<file path="config.mk">
export PLATFORM = sky130hd
export DESIGN_NAME = id_ex_stage
export DESIGN_NICKNAME = d
export VERILOG_FILES = /design/src/rtl/pipeline_pkg.sv /design/src/rtl/hazard_detect.sv /design/src/rtl/id_ex_stage.sv
export SDC_FILE = /design/constraint.sdc
export NUM_CORES = 1
export LEC_CHECK = 0
export CORE_AREA = 4 4 160 162
export CTS_CLUSTER_DIAMETER = 40
export DETAILED_ROUTE_END_ITERATION = 8
export DIE_AREA = 0 0 164 166
export PLACE_DENSITY = 0.68
export SLEW_MARGIN = 15
export SYNTH_ARGS = -nofsm -noshare
export SYNTH_HDL_FRONTEND = slang
export SYNTH_SLANG_ARGS = --single-unit
</file>
<file path="constraint.sdc">
create_clock -name clk -period 6.6 [get_ports clk]
set_input_delay 1.32 -clock clk [delete_from_list [all_inputs] [get_ports clk]]
set_output_delay 1.32 -clock clk [all_outputs]
set_load 0.02 [all_outputs]
</file>
<file path="src/rtl/pipeline_pkg.sv">
// Shared definitions for the 5-stage MIPS pipeline: control bundle layout and field encodings.
// Latency: none (package only; types, constants and one pure helper function).
// Backpressure: none (no logic of its own).
// Shared by the decoder, the ID/EX register and the hazard logic.
package pipeline_pkg;

  // Control bundle, MSB first:
  // {RegWrite, MemRead, MemWrite, MemtoReg[1:0], RegDst[1:0], ALUSrcA, ALUSrcB, ALUOp[2:0], Branch[2:0]}
  localparam int CTRL_W          = 15;
  localparam int CTRL_REG_WRITE  = 14;
  localparam int CTRL_MEM_READ   = 13;
  localparam int CTRL_MEM_WRITE  = 12;
  localparam int CTRL_MEMTOREG_L = 10;
  localparam int CTRL_REGDST_L   = 8;
  localparam int CTRL_ALUSRC_A   = 7;
  localparam int CTRL_ALUSRC_B   = 6;
  localparam int CTRL_ALUOP_L    = 3;
  localparam int CTRL_BRANCH_L   = 0;

  // Destination register select
  typedef enum logic [1:0] {
    REGDST_RT   = 2'b00,
    REGDST_RD   = 2'b01,
    REGDST_RA   = 2'b10,
    REGDST_NONE = 2'b11
  } regDst_e;

  // Write-back source select
  typedef enum logic [1:0] {
    MTR_ALU = 2'b00,
    MTR_MEM = 2'b01,
    MTR_PC4 = 2'b10,
    MTR_IMM = 2'b11
  } memtoReg_e;

  // ALU operation class handed to the ALU control
  typedef enum logic [2:0] {
    ALUOP_ADD   = 3'b000,
    ALUOP_SUB   = 3'b001,
    ALUOP_FUNCT = 3'b010,
    ALUOP_AND   = 3'b011,
    ALUOP_OR    = 3'b100,
    ALUOP_SLT   = 3'b101,
    ALUOP_LUI   = 3'b110,
    ALUOP_XOR   = 3'b111
  } aluOp_e;

  // Branch / jump kind resolved in EX
  typedef enum logic [2:0] {
    BR_NONE = 3'b000,
    BR_BEQ  = 3'b001,
    BR_BNE  = 3'b010,
    BR_BLEZ = 3'b011,
    BR_BGTZ = 3'b100,
    BR_J    = 3'b101,
    BR_JAL  = 3'b110,
    BR_JR   = 3'b111
  } branch_e;

  // Opcodes
  localparam logic [5:0] OP_RTYPE = 6'h00;
  localparam logic [5:0] OP_J     = 6'h02;
  localparam logic [5:0] OP_JAL   = 6'h03;
  localparam logic [5:0] OP_BEQ   = 6'h04;
  localparam logic [5:0] OP_BNE   = 6'h05;
  localparam logic [5:0] OP_BLEZ  = 6'h06;
  localparam logic [5:0] OP_BGTZ  = 6'h07;
  localparam logic [5:0] OP_ADDI  = 6'h08;
  localparam logic [5:0] OP_ADDIU = 6'h09;
  localparam logic [5:0] OP_SLTI  = 6'h0A;
  localparam logic [5:0] OP_ANDI  = 6'h0C;
  localparam logic [5:0] OP_ORI   = 6'h0D;
  localparam logic [5:0] OP_XORI  = 6'h0E;
  localparam logic [5:0] OP_LUI   = 6'h0F;
  localparam logic [5:0] OP_LW    = 6'h23;
  localparam logic [5:0] OP_SW    = 6'h2B;

  // R-type funct codes
  localparam logic [5:0] FN_SLL  = 6'h00;
  localparam logic [5:0] FN_SRL  = 6'h02;
  localparam logic [5:0] FN_SRA  = 6'h03;
  localparam logic [5:0] FN_JR   = 6'h08;
  localparam logic [5:0] FN_JALR = 6'h09;
  localparam logic [5:0] FN_ADD  = 6'h20;
  localparam logic [5:0] FN_ADDU = 6'h21;
  localparam logic [5:0] FN_SUB  = 6'h22;
  localparam logic [5:0] FN_SUBU = 6'h23;
  localparam logic [5:0] FN_AND  = 6'h24;
  localparam logic [5:0] FN_OR   = 6'h25;
  localparam logic [5:0] FN_XOR  = 6'h26;
  localparam logic [5:0] FN_NOR  = 6'h27;
  localparam logic [5:0] FN_SLT  = 6'h2A;

  localparam logic [4:0] REG_ZERO = 5'd0;
  localparam logic [4:0] REG_RA   = 5'd31;

  // Architectural destination of an instruction from its RegDst select.
  // REGDST_NONE maps to $0, which is never a hazard source.
  function automatic logic [4:0] selectDst(input logic [1:0] regDst,
                                           input logic [4:0] rt,
                                           input logic [4:0] rd);
    logic [4:0] dst;
    case (regDst)
      REGDST_RT: dst = rt;
      REGDST_RD: dst = rd;
      REGDST_RA: dst = REG_RA;
      default:   dst = REG_ZERO;
    endcase
    return dst;
  endfunction

endpackage

</file>
<file path="src/rtl/hazard_detect.sv">
// Load-use and jr/jalr read-after-write hazard detection for the ID stage.
// Latency: purely combinational, stall valid in the same cycle as its inputs.
// Backpressure: stall holds PC and IF/ID; a taken branch in EX overrides it to 0.
// Ports: rstN (async reset, forces stall low), EX-slot control/register fields,
//        ID source fields, taken-branch flag, MEM load flag/destination; output stall.
module hazard_detect
  import pipeline_pkg::*;
(
  input  logic       rstN,
  input  logic       exRegWrite,
  input  logic       exMemRead,
  input  logic [1:0] exRegDst,
  input  logic       exValid,
  input  logic [4:0] exRt,
  input  logic [4:0] exRd,
  input  logic       idValid,
  input  logic [4:0] idRs,
  input  logic [4:0] idRt,
  input  logic       idUsesRt,
  input  logic       idIsJr,
  input  logic       branchTaken,
  input  logic       memMemRead,
  input  logic [4:0] memDst,
  output logic       stall
);

  logic [4:0] exDst;
  logic       loadUse;
  logic       jrFromEx;
  logic       jrFromMem;
  logic       jrHazard;

  always_comb begin
    exDst = selectDst(exRegDst, exRt, exRd);

    // lw in EX feeding either source of the ID instruction; data only
    // becomes forwardable after MEM, so one bubble is required.
    loadUse = exMemRead && exValid && (exRt != REG_ZERO) &&
              ((exRt == idRs) || (idUsesRt && (exRt == idRt)));

    // jr/jalr read their target in ID, ahead of the normal forwarding
    // point: any writer in EX, or a load still in MEM, must drain first.
    jrFromEx  = exRegWrite && exValid && (exDst == idRs);
    jrFromMem = memMemRead && (memDst == idRs);
    jrHazard  = idIsJr && (idRs != REG_ZERO) && (jrFromEx || jrFromMem);

    // A taken branch makes the ID instruction wrong-path, so it never stalls.
    stall = rstN && idValid && !branchTaken && (loadUse || jrHazard);
  end

endmodule

</file>
<file path="src/rtl/id_ex_stage.sv">
// ID/EX pipeline register with bubble insertion, branch flush and saturating event counters.
// Latency: 1 cycle from ID inputs to EX outputs; stall is combinational.
// Backpressure: stall=1 freezes PC and IF/ID and injects a NOP into EX; flush beats stall.
// Ports: clk/rst_n; id_* decoder bundle and datapath fields; ex_branch_taken; mem_mem_read/mem_dst;
//        ex_* registered outputs; stall; stall_count/flush_count.
module id_ex_stage
  import pipeline_pkg::*;
#(
  parameter int DW = 32,
  parameter int CW = CTRL_W
) (
  input  logic          clk,
  input  logic          rst_n,
  input  logic [CW-1:0] id_ctrl,
  input  logic          id_valid,
  input  logic [DW-1:0] id_pc4,
  input  logic [DW-1:0] id_rs_data,
  input  logic [DW-1:0] id_rt_data,
  input  logic [DW-1:0] id_imm,
  input  logic [4:0]    id_rs,
  input  logic [4:0]    id_rt,
  input  logic [4:0]    id_rd,
  input  logic [4:0]    id_shamt,
  input  logic [5:0]    id_funct,
  input  logic          id_uses_rt,
  input  logic          id_is_jr,
  input  logic          ex_branch_taken,
  input  logic          mem_mem_read,
  input  logic [4:0]    mem_dst,
  output logic [CW-1:0] ex_ctrl,
  output logic          ex_valid,
  output logic [DW-1:0] ex_pc4,
  output logic [DW-1:0] ex_rs_data,
  output logic [DW-1:0] ex_rt_data,
  output logic [DW-1:0] ex_imm,
  output logic [4:0]    ex_rs,
  output logic [4:0]    ex_rt,
  output logic [4:0]    ex_rd,
  output logic [4:0]    ex_shamt,
  output logic [5:0]    ex_funct,
  output logic          stall,
  output logic [DW-1:0] stall_count,
  output logic [DW-1:0] flush_count
);

  localparam logic [DW-1:0] CNT_ONE = {{(DW-1){1'b0}}, 1'b1};
  localparam logic [DW-1:0] CNT_MAX = {DW{1'b1}};

  logic killSlot;

  hazard_detect uHazard (
    .rstN        (rst_n),
    .exRegWrite  (ex_ctrl[CTRL_REG_WRITE]),
    .exMemRead   (ex_ctrl[CTRL_MEM_READ]),
    .exRegDst    (ex_ctrl[CTRL_REGDST_L +: 2]),
    .exValid     (ex_valid),
    .exRt        (ex_rt),
    .exRd        (ex_rd),
    .idValid     (id_valid),
    .idRs        (id_rs),
    .idRt        (id_rt),
    .idUsesRt    (id_uses_rt),
    .idIsJr      (id_is_jr),
    .branchTaken (ex_branch_taken),
    .memMemRead  (mem_mem_read),
    .memDst      (mem_dst),
    .stall       (stall)
  );

  // Flush and bubble both turn the EX slot into a NOP; stall is already
  // forced low by a taken branch, so the OR keeps flush as top priority.
  assign killSlot = ex_branch_taken || stall;

  // Control and valid: the only fields that distinguish a NOP.
  always_ff @(posedge clk or negedge rst_n) begin
    if (!rst_n) begin
      ex_ctrl  <= '0;
      ex_valid <= 1'b0;
    end else if (killSlot) begin
      ex_ctrl  <= '0;
      ex_valid <= 1'b0;
    end else begin
      ex_ctrl  <= id_ctrl;
      ex_valid <= id_valid;
    end
  end

  // Datapath fields load unconditionally; a killed slot carries harmless
  // data because its control is zero.
  always_ff @(posedge clk or negedge rst_n) begin
    if (!rst_n) begin
      ex_pc4     <= '0;
      ex_rs_data <= '0;
      ex_rt_data <= '0;
      ex_imm     <= '0;
      ex_rs      <= '0;
      ex_rt      <= '0;
      ex_rd      <= '0;
      ex_shamt   <= '0;
      ex_funct   <= '0;
    end else begin
      ex_pc4     <= id_pc4;
      ex_rs_data <= id_rs_data;
      ex_rt_data <= id_rt_data;
      ex_imm     <= id_imm;
      ex_rs      <= id_rs;
      ex_rt      <= id_rt;
      ex_rd      <= id_rd;
      ex_shamt   <= id_shamt;
      ex_funct   <= id_funct;
    end
  end

  // Event counters stick at all-ones rather than wrapping.
  always_ff @(posedge clk or negedge rst_n) begin
    if (!rst_n) begin
      stall_count <= '0;
      flush_count <= '0;
    end else begin
      if (stall && (stall_count != CNT_MAX)) begin
        stall_count <= stall_count + CNT_ONE;
      end
      if (ex_branch_taken && (flush_count != CNT_MAX)) begin
        flush_count <= flush_count + CNT_ONE;
      end
    end
  end

endmodule

</file>
# Word-level counts from Yosys, hierarchy flattened

Index checks and enable logic that the tools add are counted.

Add/sub/neg operators: 2
Equal/unequal tests: 8
Reduce and logical (&&, ||, !) cells: 22
Mux-type cells: 3

Operators by type and width:

| cell                  | number |
|---|---|
| $add 32x1->32 const B | 2 |
| $ne 32x32->1 const B  | 2 |
| $eq 5x5->1            | 4 |
| $mux 15               | 1 |
| $pmux 5 s3            | 1 |
| $logic_and 1x1->1     | 14 |
| $reduce_bool 5->1     | 2 |
| $logic_or 1x1->1      | 4 |
| $eq 2x1->1 const B    | 1 |
| $eq 2x2->1 const B    | 1 |
| $logic_not 2->1       | 1 |
| $logic_not 1->1       | 1 |
| $mux 1                | 1 |

Word-level logic and storage cells: 48
Register bits: 234

# Logic depth before layout (Yosys ltp)

Gate-level depths: netlist of run 1.

Depth after elaboration: 10
Depth in mapped cells: 9

# Modules after synthesis

Synthesis of run 1 repeated with hierarchy kept, for this count alone.

Cells, all modules: 550
Area total of the unflattened synthesis: 7935.1 um^2

Modules (own cells, without submodules):

| module        | seq. area each (um^2) | area each (um^2) | cells each | instances |
|---|---|---|---|---|
| id_ex_stage   | 5855.6                | 7523.5           | 488        | 1 |
| hazard_detect | 0.0                   | 411.6            | 62         | 1 |

# Least setup slack after synthesis of run 1

No wires, ideal clock.

Path type: in2out
Start point: input port id_rs[1]
End point: output port stall
Required time: 5.280 ns
Path buffers: 2
Stages: 7
Setup slack: 2.684 ns
Arrival: 2.596 ns
Path through: clkbuf_2 > or4_1 > o211ai_2 > a311oi_1 > nand4_1 > o21ai_4 > buf_6

Word-level cells in the longest chain between the ends: 6
Elaborated cells on any way between the ends: 13

RTL lines:

| what                                 | RTL line                                 | RTL |
|---|---|---|
| start: declaration                   | id_ex_stage.sv:20                        | `input logic [4:0] id_rs,` |
| $eq 5x5->1 (on tied branches)        | hazard_detect.sv:43, hazard_detect.sv:44 |  |
| $logic_and 1x1->1 (on tied branches) | hazard_detect.sv:43, hazard_detect.sv:44 |  |
| $logic_or 1x1->1                     | hazard_detect.sv:45                      | `jrHazard = idIsJr && (idRs != REG_ZERO) && (jrFromEx \|\| jrFromMem);` |
| $logic_and 1x1->1                    | hazard_detect.sv:45                      |  |
| $logic_or 1x1->1 (*)                 | hazard_detect.sv:48                      | `stall = rstN && idValid && !branchTaken && (loadUse \|\| jrHazard);` |
| $logic_and 1x1->1 (*)                | hazard_detect.sv:48                      |  |
| end: declaration                     | id_ex_stage.sv:41                        | `output logic stall,` |

Every way passes the cells marked *; elsewhere a longest branch is shown, timed or not.

# Worst setup path in the final report of run 1

Start point: input port ex_branch_taken
End point: output port stall

Word-level cells in the longest chain between the ends: 3

RTL lines:

| what                           | RTL line            | RTL |
|---|---|---|
| start: declaration             | id_ex_stage.sv:27   | `input logic ex_branch_taken,` |
| $logic_not 1->1                | hazard_detect.sv:48 |  |
| $logic_and 1x1->1 (2 in a row) | hazard_detect.sv:48 |  |

Every way passes these cells.

==> reports/qor.yml, run 1 <==
clock_sinks: 234
holdPathStages: 1
first_global_vias: 6476
synth_cell_type_count: 46
dp.cells: 1259
cp_common_cell: "clkdlybuf4s50_1"
yosys_warnings: 0
cp-end-kind: "output pin"
overflow: 0
io_pins: 416
hpwl_um: 20780
port_buffers: 415
synth-seq-area-share: 0.7425
leakage_nw: 5.797
initial_utilization: 0.3272
grt_setup_unrepaired: "false"
via_per_inst: 4.431
die_h_um: 166
first_iter_violations: 177
n_fill_cell: 2001
hold_violations: 0
max-vdd-ir-drop_v: 0.0002196
final_cells: 1329
worst_r2r_endpoint: "stall_count[1]"
fin_crit_sh: 0.8309
worstMarginPinSlew_ns: 0.9273
slew_viol_final: 0
synthFlopType: "dfrtp_1"
slew-limit-headroom: 0.3818
min_path_type: "reg2reg"
layout_min_cycle_time_ns: 5.484
path_clk_slew_ns: 0.04
ys_ff_latch: 234
fmax_mhz: 182.4
crit_chain: "clkdlybuf4s50_1, buf_4, and3b_1, o211ai_2, a311oi_1, nand4_1, o21ai_4, clkdlybuf4s50_1"
dieArea_mm2: 0.02722
cp.required_ns: 5.28
path_max_fanout: 33
nets: 1157
synth.cell_area_mm2: 0.007886
drc: 0
reg2regPathDepth: 6
core_mm2: 0.02411
skew_ns: 0.02307
grt_start_max_net_pins: 77
grt_pass1_wl_um: 39620
cts_buffer_depth: 3
cts_resized: 0
htreeDepth: 2
grt_usage: 0.1922
cts_tree: "built"
cp_slowest_stage_delay_ns: 0.75
synth_edf_count: 0
wl_um: 26580
post-place-ws_ns: 1.123
final_common_cell: "clkdlybuf4s50_1"
syn_nets: 711
setup_tns_ns: 0
fin_util: 0.5682
cts-root-buf: "clkbuf_16"
antenna_found_initial: 6
post_cts_buffers: 0
setup_ws_ns: 1.116
drive_above_1_share: 0.08383
wl_per_cell_um: 20.00
cts_buffers: 37
drtAntennaViolNets: 0
rows: 57
fp.dieW_um: 164
synth_cells: 528
critical_path_class: "in2out"
rr_startpoint: "ex_ctrl[8]"
cts_hold_buf: 0
cp.arrival_ns: 4.16
slowest_stage: "clkdlybuf4s50_1"
pwr_density_cell_mw_per_mm2: 294.6
dr.pass1.iters: 4
holdWs_ns: 0.4845
placed_cell_area_mm2: 0.01239
power_mw: 4.035
hold_path_end: "stall_count[8]"
synth.avg_cell_area_um2: 14.94
crit_path_start_kind: "input port"
hold_path_startpoint: "stall_count[8]"
status: "finished clean"
gp_congestion: 0.8558
setup_viol: 0
r2r_slack_ns: 3.84
clock_latency_ns: 0.50
async_flop_share: 1.000
fin_area_mm2: 0.01370
mostFrequentLayoutCells: "clkdlybuf4s50_1 (414), dfrtp_1 (234), xnor2_1 (57)"
vias: 5889
area_growth_pct: 73.66
maxCapViolations: 0
[flip-flops by register name, summed over array words and instances (netlist names)]
signal,flops
ex_ctrl,15
ex_funct,6
ex_imm,32
ex_pc4,32
ex_rd,5
ex_rs,5
ex_rs_data,32
ex_rt,5
ex_rt_data,32
ex_shamt,5
ex_valid,1
flush_count,32
stall_count,32
[cell type report]
class                      count  area [um^2]  share of cell area
sequential                   234         5856              0.4276
timing repair buffer         419         4189              0.3059
multi-input combinational    275         1917              0.1400
clock buffer                  52         1095             0.07994
tap                          324        405.4             0.02960
clock inverter                15        200.2             0.01462
inverter                       7        26.28            0.001919
antenna                        3        7.507           0.0005481
[where the power goes]
group / internal, mW / switching (mW) / leakage [nW] / total [mW]
registers: 1.51 / 0.0581 / 2.87 / 1.57
logic: 0.260 / 0.228 / 2.29 / 0.488
clock network: 1.32 / 0.658 / 0.636 / 1.98
[per-layer routing]
| metal | vias to the layer above | part of all wire | track usage |
|---|---|---|---|
| li1 | 2695 | - | - |
| met5 | - | 0.0021 | 0 |
| met3 | 61 | 0.12 | 0.09183 |
| met4 | 8 | 0.029 | 0.06674 |
| met1 | 2842 | 0.35 | 0.2088 |
| met2 | 283 | 0.50 | 0.3273 |
[synthesized netlist by cell type (2+ instances only)]
cell type / n / area [um^2]
dfrtp_1: 234 / 5856
xnor2_1: 57 / 499.2
nand3_1: 31 / 155.2
nand2_1: 27 / 101.4
xor2_1: 23 / 201.4
and3_1: 22 / 137.6
and2_1: 19 / 118.9
nand4_1: 19 / 118.9
nor3_1: 14 / 70.07
nor2_1: 9 / 33.78
a21oi_1: 7 / 35.03
inv_1: 7 / 26.28
nand2b_1: 5 / 31.28
buf_6: 4 / 45.04
nor2b_1: 4 / 25.02
buf_2: 3 / 15.01
nand3_2: 3 / 30.03
nor4_1: 3 / 18.77
nor4_4: 3 / 63.81
a211oi_1: 2 / 15.01
buf_4: 2 / 15.01
clkbuf_1: 2 / 7.510
ha_1: 2 / 25.02
nand3b_1: 2 / 15.01
nor2_2: 2 / 12.51
or4_1: 2 / 15.01
[cells by family after synthesis]
group / after synthesis / synth area share
AND/OR/NAND/NOR: 172 / 0.1290
multiplexers: 2 / 0.003331
adder cells (fa/ha/maj): 2 / 0.003173
flip-flops: 234 / 0.7425
AO/OA/AOI/OAI: 19 / 0.01872
XOR/XNOR: 80 / 0.08885
buffers and inverters: 19 / 0.01444
[worst max-delay path by stage]
stage,from,endpoint,slack (ns)
after detailed placement,ex_branch_taken,stall,1.12
after global routing,ex_branch_taken,stall,0.92
after global placement,ex_branch_taken,stall,1.14
after CTS,ex_branch_taken,stall,1.11
final,ex_branch_taken,stall,1.12
after floorplan,id_rs[1],stall,2.68
[worst max-delay path, delay by kind of cell]
family,cells,cell delay [ns]
compound gates,3,1.05
buf+inv,3,1.32
simple gates,2,0.46
Power figures use the tool's default switching activity.
==> run 2, diff against run 1 <==
--- a/config.mk
+++ b/config.mk
@@ -5,10 +5,10 @@
 export SDC_FILE = /design/constraint.sdc
 export NUM_CORES = 1
 export LEC_CHECK = 0
-export CORE_AREA = 4 4 160 162
+export CORE_AREA = 4 4 161 163
 export CTS_CLUSTER_DIAMETER = 40
 export DETAILED_ROUTE_END_ITERATION = 8
-export DIE_AREA = 0 0 164 166
+export DIE_AREA = 0 0 165 167
 export PLACE_DENSITY = 0.68
 export SLEW_MARGIN = 15
 export SYNTH_ARGS = -nofsm -noshare
==> constraint.sdc (replaced) <==
create_clock -name clk -period 5.3 [get_ports clk]
set_input_delay 1.06 -clock clk [delete_from_list [all_inputs] [get_ports clk]]
set_output_delay 1.06 -clock clk [all_outputs]
set_load 0.02 [all_outputs]
==> run 2 against run 1 <==
  * Count of clock-buffer cells in the layout down 5
  * Critical path depth fell by 1
  * Register-to-register slack lost 1.3 ns
  * Wire length down 1.6%
  * Sequential power is 24% higher
  * Clock power increased by 16%
  * Die area rose by 1.2%
  * Critical endpoint unchanged
  * Largest cell class unchanged
==> reports/qor.yml, run 2 (synthesis gave the netlist of run 1 again) <==
dieArea_mm2: 0.02756  # was 0.02722 mm^2
cts_buffers: 35  # was 37
io_pins: 416  # unchanged
first_global_vias: 6526  # was 6476
drtAntennaViolNets: 0  # unchanged
post_cts_buffers: 0  # unchanged
leakage_nw: 5.753  # was 5.797 nW
die_h_um: 167  # was 166 um
final_common_cell: "clkdlybuf4s50_1"  # unchanged
min_path_type: "in2async"  # was reg2reg
status: "finished clean"  # unchanged
cts-root-buf: "clkbuf_16"  # unchanged
via_per_inst: 4.452  # was 4.431
grt_setup_unrepaired: "false"  # unchanged
gp_congestion: 0.8363  # was 0.8558
vias: 5899  # was 5889
nets: 1156  # was 1157
first_iter_violations: 240  # was 177
fmax_mhz: 227.3
antenna_found_initial: 4  # was 6
hpwl_um: 20500  # was 20780 um
switching_power_mw: 1.197  # was 0.9444 mW
slew-limit-headroom: 0.3436  # was 0.3818
crit_start: "id_rt[4]"  # was ex_branch_taken
layout_min_cycle_time_ns: 4.399
path_max_fanout: 2  # was 33
placed_cell_area_mm2: 0.01240  # was 0.01239 mm^2
power_frac_clock: 0.472  # was 0.489
cts_resized: 0  # unchanged
met3_usage: 0.08824  # was 0.09183
fp.dieW_um: 165  # was 164 um
fin_area_mm2: 0.01360  # was 0.01370 mm^2
combPwrFrac: 0.125  # was 0.121
fin_crit_sh: 0.8300
busiest_layer: "met2"  # unchanged
worstMarginPinSlew_ns: 0.9846  # was 0.9273 ns
clock_sinks: 234  # unchanged
drc: 0  # unchanged
htreeDepth: 2  # unchanged
rr_startpoint: "ex_rt[4]"  # was ex_ctrl[8]
maxCapViolations: 0  # unchanged
cp-end-kind: "output pin"  # unchanged
wl_per_cell_um: 19.73  # was 20.00 um
cts_tree: "built"  # unchanged
setup_viol: 0  # unchanged
pwr_density_cell_mw_per_mm2: 356.5  # was 294.6 mW/mm^2
dr.pass1.iters: 4  # unchanged
seq_power_share: 0.403  # was 0.390
core_mm2: 0.02432  # was 0.02411 mm^2
setup_tns_ns: 0  # unchanged
cp.required_ns: 4.24  # was 5.28 ns
mostFrequentLayoutCells: "clkdlybuf4s50_1 (414), dfrtp_1 (234), xnor2_1 (57)"  # unchanged
initial_utilization: 0.3243  # was 0.3272
skew_ns: 0.01990  # was 0.02307 ns
gr-usage-met2: 0.3201  # was 0.3273
overflow: 0  # unchanged
grt_usage: 0.1890  # was 0.1922
slew_viol_final: 0  # unchanged
clock_latency_ns: 0.50  # about the same
cts_hold_buf: 0  # unchanged
met1_usage: 0.2020  # was 0.2088
area_growth_pct: 72.39  # was 73.66%
grt_pass1_wl_um: 39540  # was 39620 um
wl_um: 26150  # was 26580 um
grt_start_max_net_pins: 72  # was 77
p_int_mw: 3.650  # was 3.091 mW
port_buffers: 415  # unchanged
p_sw_frac: 0.2469  # was 0.2340
hold_violations: 0  # unchanged
cts_buffer_depth: 3  # unchanged
drive_above_1_share: 0.08200  # was 0.08383
rows: 57  # unchanged
path_clk_slew_ns: 0.06  # was 0.04 ns
critical_path_class: "in2out"  # unchanged
max-vdd-ir-drop_v: 0.0003038  # was 0.0002196 V
cp.arrival_ns: 3.34  # was 4.16 ns
crit_path_start_kind: "input port"  # unchanged
## run 2: power by group through the flow
| stage | Clock, mW | Sequential, mW | Combinational (mW) |
|---|---|---|---|
| after floorplan | 0 | 2.09 | 0.0899 |
| after global placement | 0 | 1.98 | 0.613 |
| after detailed placement | 0 | 1.99 | 0.616 |
| after CTS | 2.35 | 1.96 | 0.618 |
| after global routing | 2.43 | 1.97 | 0.649 |
| final | 2.29 | 1.95 | 0.607 |
## run 2: routing by layer
metal | part of all wire | vias to the layer above
li1 | - | 2688
met1 | 0.35 | 2853
met2 | 0.50 | 292
met3 | 0.12 | 58
met4 | 0.032 | 8
met5 | 0.0044 | -
## run 2: path summary, 6_finish.rpt
kind / slack (ns) / cells past startpoint / to
max in group asynchronous: 2.86 / 3 / ex_ctrl[3]
max: 0.90 / 7 / stall
min: 0.43 / 1 / ex_rs_data[21]
min in group clk: 0.48 / 1 / stall_count[30]
min reg2reg: 0.48 / 1 / stall_count[30]
max reg2reg: 2.59 / 8 / stall_count[1]
## run 2: layout make-up
| class | instances | area (um^2) |
|---|---|---|
| antenna | 1 | 2.502 |
| multi-input combinational | 275 | 1917 |
| sequential | 234 | 5856 |
| fill | 2058 | 10720 |
| inverter | 7 | 26.28 |
| tap | 324 | 405.4 |
| clock buffer | 47 | 992.2 |
| timing repair buffer | 420 | 4197 |
| clock inverter | 17 | 200.2 |
## run 2: stage by stage
stage,hold WS (ns),util,total power [mW],std cells,setup slack (ns)
3_3_place_gp,0.4784,0.5099,2.594,1260,0.8833
6_report,0.4314,0.5590,4.847,1325,0.9011
2_1_floorplan,0.5927,-,2.184,528,1.904
3_5_place_dp,0.4802,0.5099,2.601,1260,0.8493
4_1_cts,0.4209,0.5589,4.921,1324,0.8500
5_1_grt,0.4464,0.5590,5.049,1325,0.7587
## run 2: critical path, stage by stage
cell             delay (ns)
clkdlybuf4s50_1        0.43
xor2_1                 0.15
nor4_1                 0.47
a32oi_1                0.22
o22a_1                 0.28
o21ai_4                0.10
clkdlybuf4s50_1        0.64
==> run 3, diff against run 2 <==
--- a/config.mk
+++ b/config.mk
@@ -5,11 +5,12 @@
 export SDC_FILE = /design/constraint.sdc
 export NUM_CORES = 1
 export LEC_CHECK = 0
-export CORE_AREA = 4 4 161 163
+export CORE_ASPECT_RATIO = 0.7
+export CORE_MARGIN = 4
+export CORE_UTILIZATION = 35
 export CTS_CLUSTER_DIAMETER = 40
 export DETAILED_ROUTE_END_ITERATION = 8
-export DIE_AREA = 0 0 165 167
-export PLACE_DENSITY = 0.68
+export PLACE_DENSITY = 0.76
 export SLEW_MARGIN = 15
 export SYNTH_ARGS = -nofsm -noshare
 export SYNTH_HDL_FRONTEND = slang
==> constraint.sdc (replaced) <==
create_clock -name clk -period 3.7 [get_ports clk]
set_input_delay 0.74 -clock clk [delete_from_list [all_inputs] [get_ports clk]]
set_output_delay 0.74 -clock clk [all_outputs]
set_load 0.02 [all_outputs]
==> run 3 against run 2 <==
  * Final cell count fell by 3.5%
  * Cell area fell by 1.1%
  * Power rose by 37%
  * Hold slack got worse by 0.083 ns
  * Wire length fell by 0.92%
  * Utilization rose by 5.5 points
  * Count of clock-buffer cells in the layout fell by 10
  * Largest power group unchanged
  * Non-clock buffer count rose by 4
  * Die area fell by 9.1%
==> reports/qor.yml, run 3 (synthesis gave the netlist of run 1 again) <==
status: "finished clean"  # unchanged
combPwrFrac: 0.132  # was 0.125
maxCapViolations: 0  # unchanged
clock_latency_ns: 0.53  # was 0.50 ns
port_buffers: 415  # unchanged
skew_ns: 0.01007  # was 0.01990 ns
mostFrequentLayoutCells: "clkdlybuf4s50_1 (413), dfrtp_1 (234), xnor2_1 (57)"  # was clkdlybuf4s50_1 (414), dfrtp_1 (234), xnor2_1 (57)
reg2regPathDepth: 9  # was 8
holdWs_ns: 0.3489  # was 0.4314 ns
setup_tns_ns: 0  # unchanged
area_growth_pct: 70.51  # was 72.39%
critical_path_class: "in2out"  # unchanged
worstMarginPinSlew_ns: 0.9351  # was 0.9846 ns
cts_tree: "built"  # unchanged
final_common_cell: "clkdlybuf4s50_1"  # unchanged
grt_start_max_net_pins: 160  # was 72
hold_violations: 0  # unchanged
drc: 0  # unchanged
p_sw_frac: 0.2502  # was 0.2469
gp_congestion: 0.8814  # was 0.8363
path_clk_slew_ns: 0.06  # about the same
cp.arrival_ns: 2.55  # was 3.34 ns
pwr_density_cell_mw_per_mm2: 495.2  # was 356.5 mW/mm^2
drive_above_1_share: 0.08133  # was 0.08200
fp.dieW_um: 187.4  # was 165 um
io_pins: 416  # unchanged
p_int_mw: 4.993  # was 3.650 mW
nets: 1156  # unchanged
r2r_slack_ns: 1.16  # was 2.59 ns
layout_min_cycle_time_ns: 3.288
grt_usage: 0.2001  # was 0.1890
cts_buffer_depth: 3  # unchanged
crit_chain: "clkdlybuf4s50_1, or4_1, o211ai_2, a311oi_1, nand4_1, o21ai_4, dlymetal6s2s_1"  # was clkdlybuf4s50_1, xor2_1, nor4_1, a32oi_1, o22a_1, o21ai_4, clkdlybuf4s50_1
core_mm2: 0.02190  # was 0.02432 mm^2
crit_start: "id_rs[3]"  # was id_rt[4]
rr_startpoint: "ex_rt[4]"  # unchanged
via_per_inst: 4.527  # was 4.452
htreeDepth: 1  # was 2
grt_pass1_wl_um: 38370  # was 39540 um
slew-limit-headroom: 0.3766  # was 0.3436
seq_power_share: 0.421  # was 0.403
die_h_um: 133.6  # was 167 um
cts_buffers: 31  # was 35
setup_viol: 0  # unchanged
first_iter_violations: 224  # was 240
overflow: 0  # unchanged
slew_viol_final: 0  # unchanged
hpwl_um: 19720  # was 20500 um
drtAntennaViolNets: 0  # unchanged
antenna_found_initial: 1  # was 4
cts_hold_buf: 0  # unchanged
fin_crit_sh: 0.8886
leakage_nw: 5.716  # was 5.753 nW
rows: 45  # was 57
crit_path_start_kind: "input port"  # unchanged
cts_resized: 0  # unchanged
power_frac_clock: 0.447  # was 0.472
dieArea_mm2: 0.02504  # was 0.02756 mm^2
switching_power_mw: 1.666  # was 1.197 mW
vias: 5790  # was 5899
cp-end-kind: "output pin"  # unchanged
wl_um: 25910  # was 26150 um
clock_sinks: 234  # unchanged
wl_per_cell_um: 20.25  # was 19.73 um
first_global_vias: 6122  # was 6526
worst_r2r_endpoint: "stall_count[1]"  # unchanged
max-vdd-ir-drop_v: 0.0004188  # was 0.0003038 V
grt_setup_unrepaired: "false"  # unchanged
dr.pass1.iters: 4  # unchanged
fmax_mhz: 304.2
post_cts_buffers: 0  # unchanged
cts-root-buf: "clkbuf_16"  # unchanged
path_max_fanout: 5  # was 2
cp.required_ns: 2.96  # was 4.24 ns
initial_utilization: 0.3601  # was 0.3243
slowest_stage: "or4_1"  # was clkdlybuf4s50_1
min_path_type: "in2async"  # unchanged
cp_slowest_stage_delay_ns: 0.56  # was 0.64 ns
run 3: how the worst max path moves through the flow:
stage,depth (start not counted),to
6_report,7,stall
5_1_grt,7,stall
4_1_cts,8,stall
3_5_place_dp,8,stall
3_3_place_gp,8,stall
2_1_floorplan,7,stall
run 3: final cells by class:
| class | instances | area [um^2] |
|---|---|---|
| sequential | 234 | 5856 |
| inverter | 7 | 26.28 |
| multi-input combinational | 275 | 1917 |
| clock buffer | 37 | 828.3 |
| fill | 1678 | 8456 |
| clock inverter | 19 | 222.7 |
| tap | 282 | 352.8 |
| antenna | 1 | 2.502 |
| timing repair buffer | 424 | 4242 |
run 3: layer usage:
metal | GRT usage | share of wire
met3 | 0.07596 | 0.089
met4 | 0.05868 | 0.027
met5 | 0 | 0
met1 | 0.2425 | 0.40
met2 | 0.3368 | 0.48
run 3: power groups by stage:
stage | Sequential [mW] | Combinational, mW | Clock, mW
6_report | 2.81 | 0.876 | 2.98
5_1_grt | 2.82 | 0.934 | 3.16
4_1_cts | 2.81 | 0.890 | 3.05
3_5_place_dp | 2.85 | 0.884 | 0
3_3_place_gp | 2.85 | 0.875 | 0
2_1_floorplan | 3.00 | 0.129 | 0
run 3: critical path, delay by kind of cell:
family	cells	cell delay, ns
buf+inv	2	0.76
simple gates	2	0.72
compound gates	3	0.32
run 3: per-stage QoR:
step / worst slack (ns) / instance area (um^2) / utilization / total power, mW / instances
floorplan: 0.9436 / 7886 / - / 3.129 / 528
global placement: 0.1159 / 12390 / 0.5657 / 3.720 / 1222
CTS: 0.07389 / 13440 / 0.6137 / 6.741 / 1278
detailed placement: 0.08095 / 12390 / 0.5657 / 3.730 / 1222
global route: 0.3206 / 13450 / 0.6139 / 6.920 / 1279
finish: 0.4123 / 13450 / 0.6139 / 6.659 / 1279
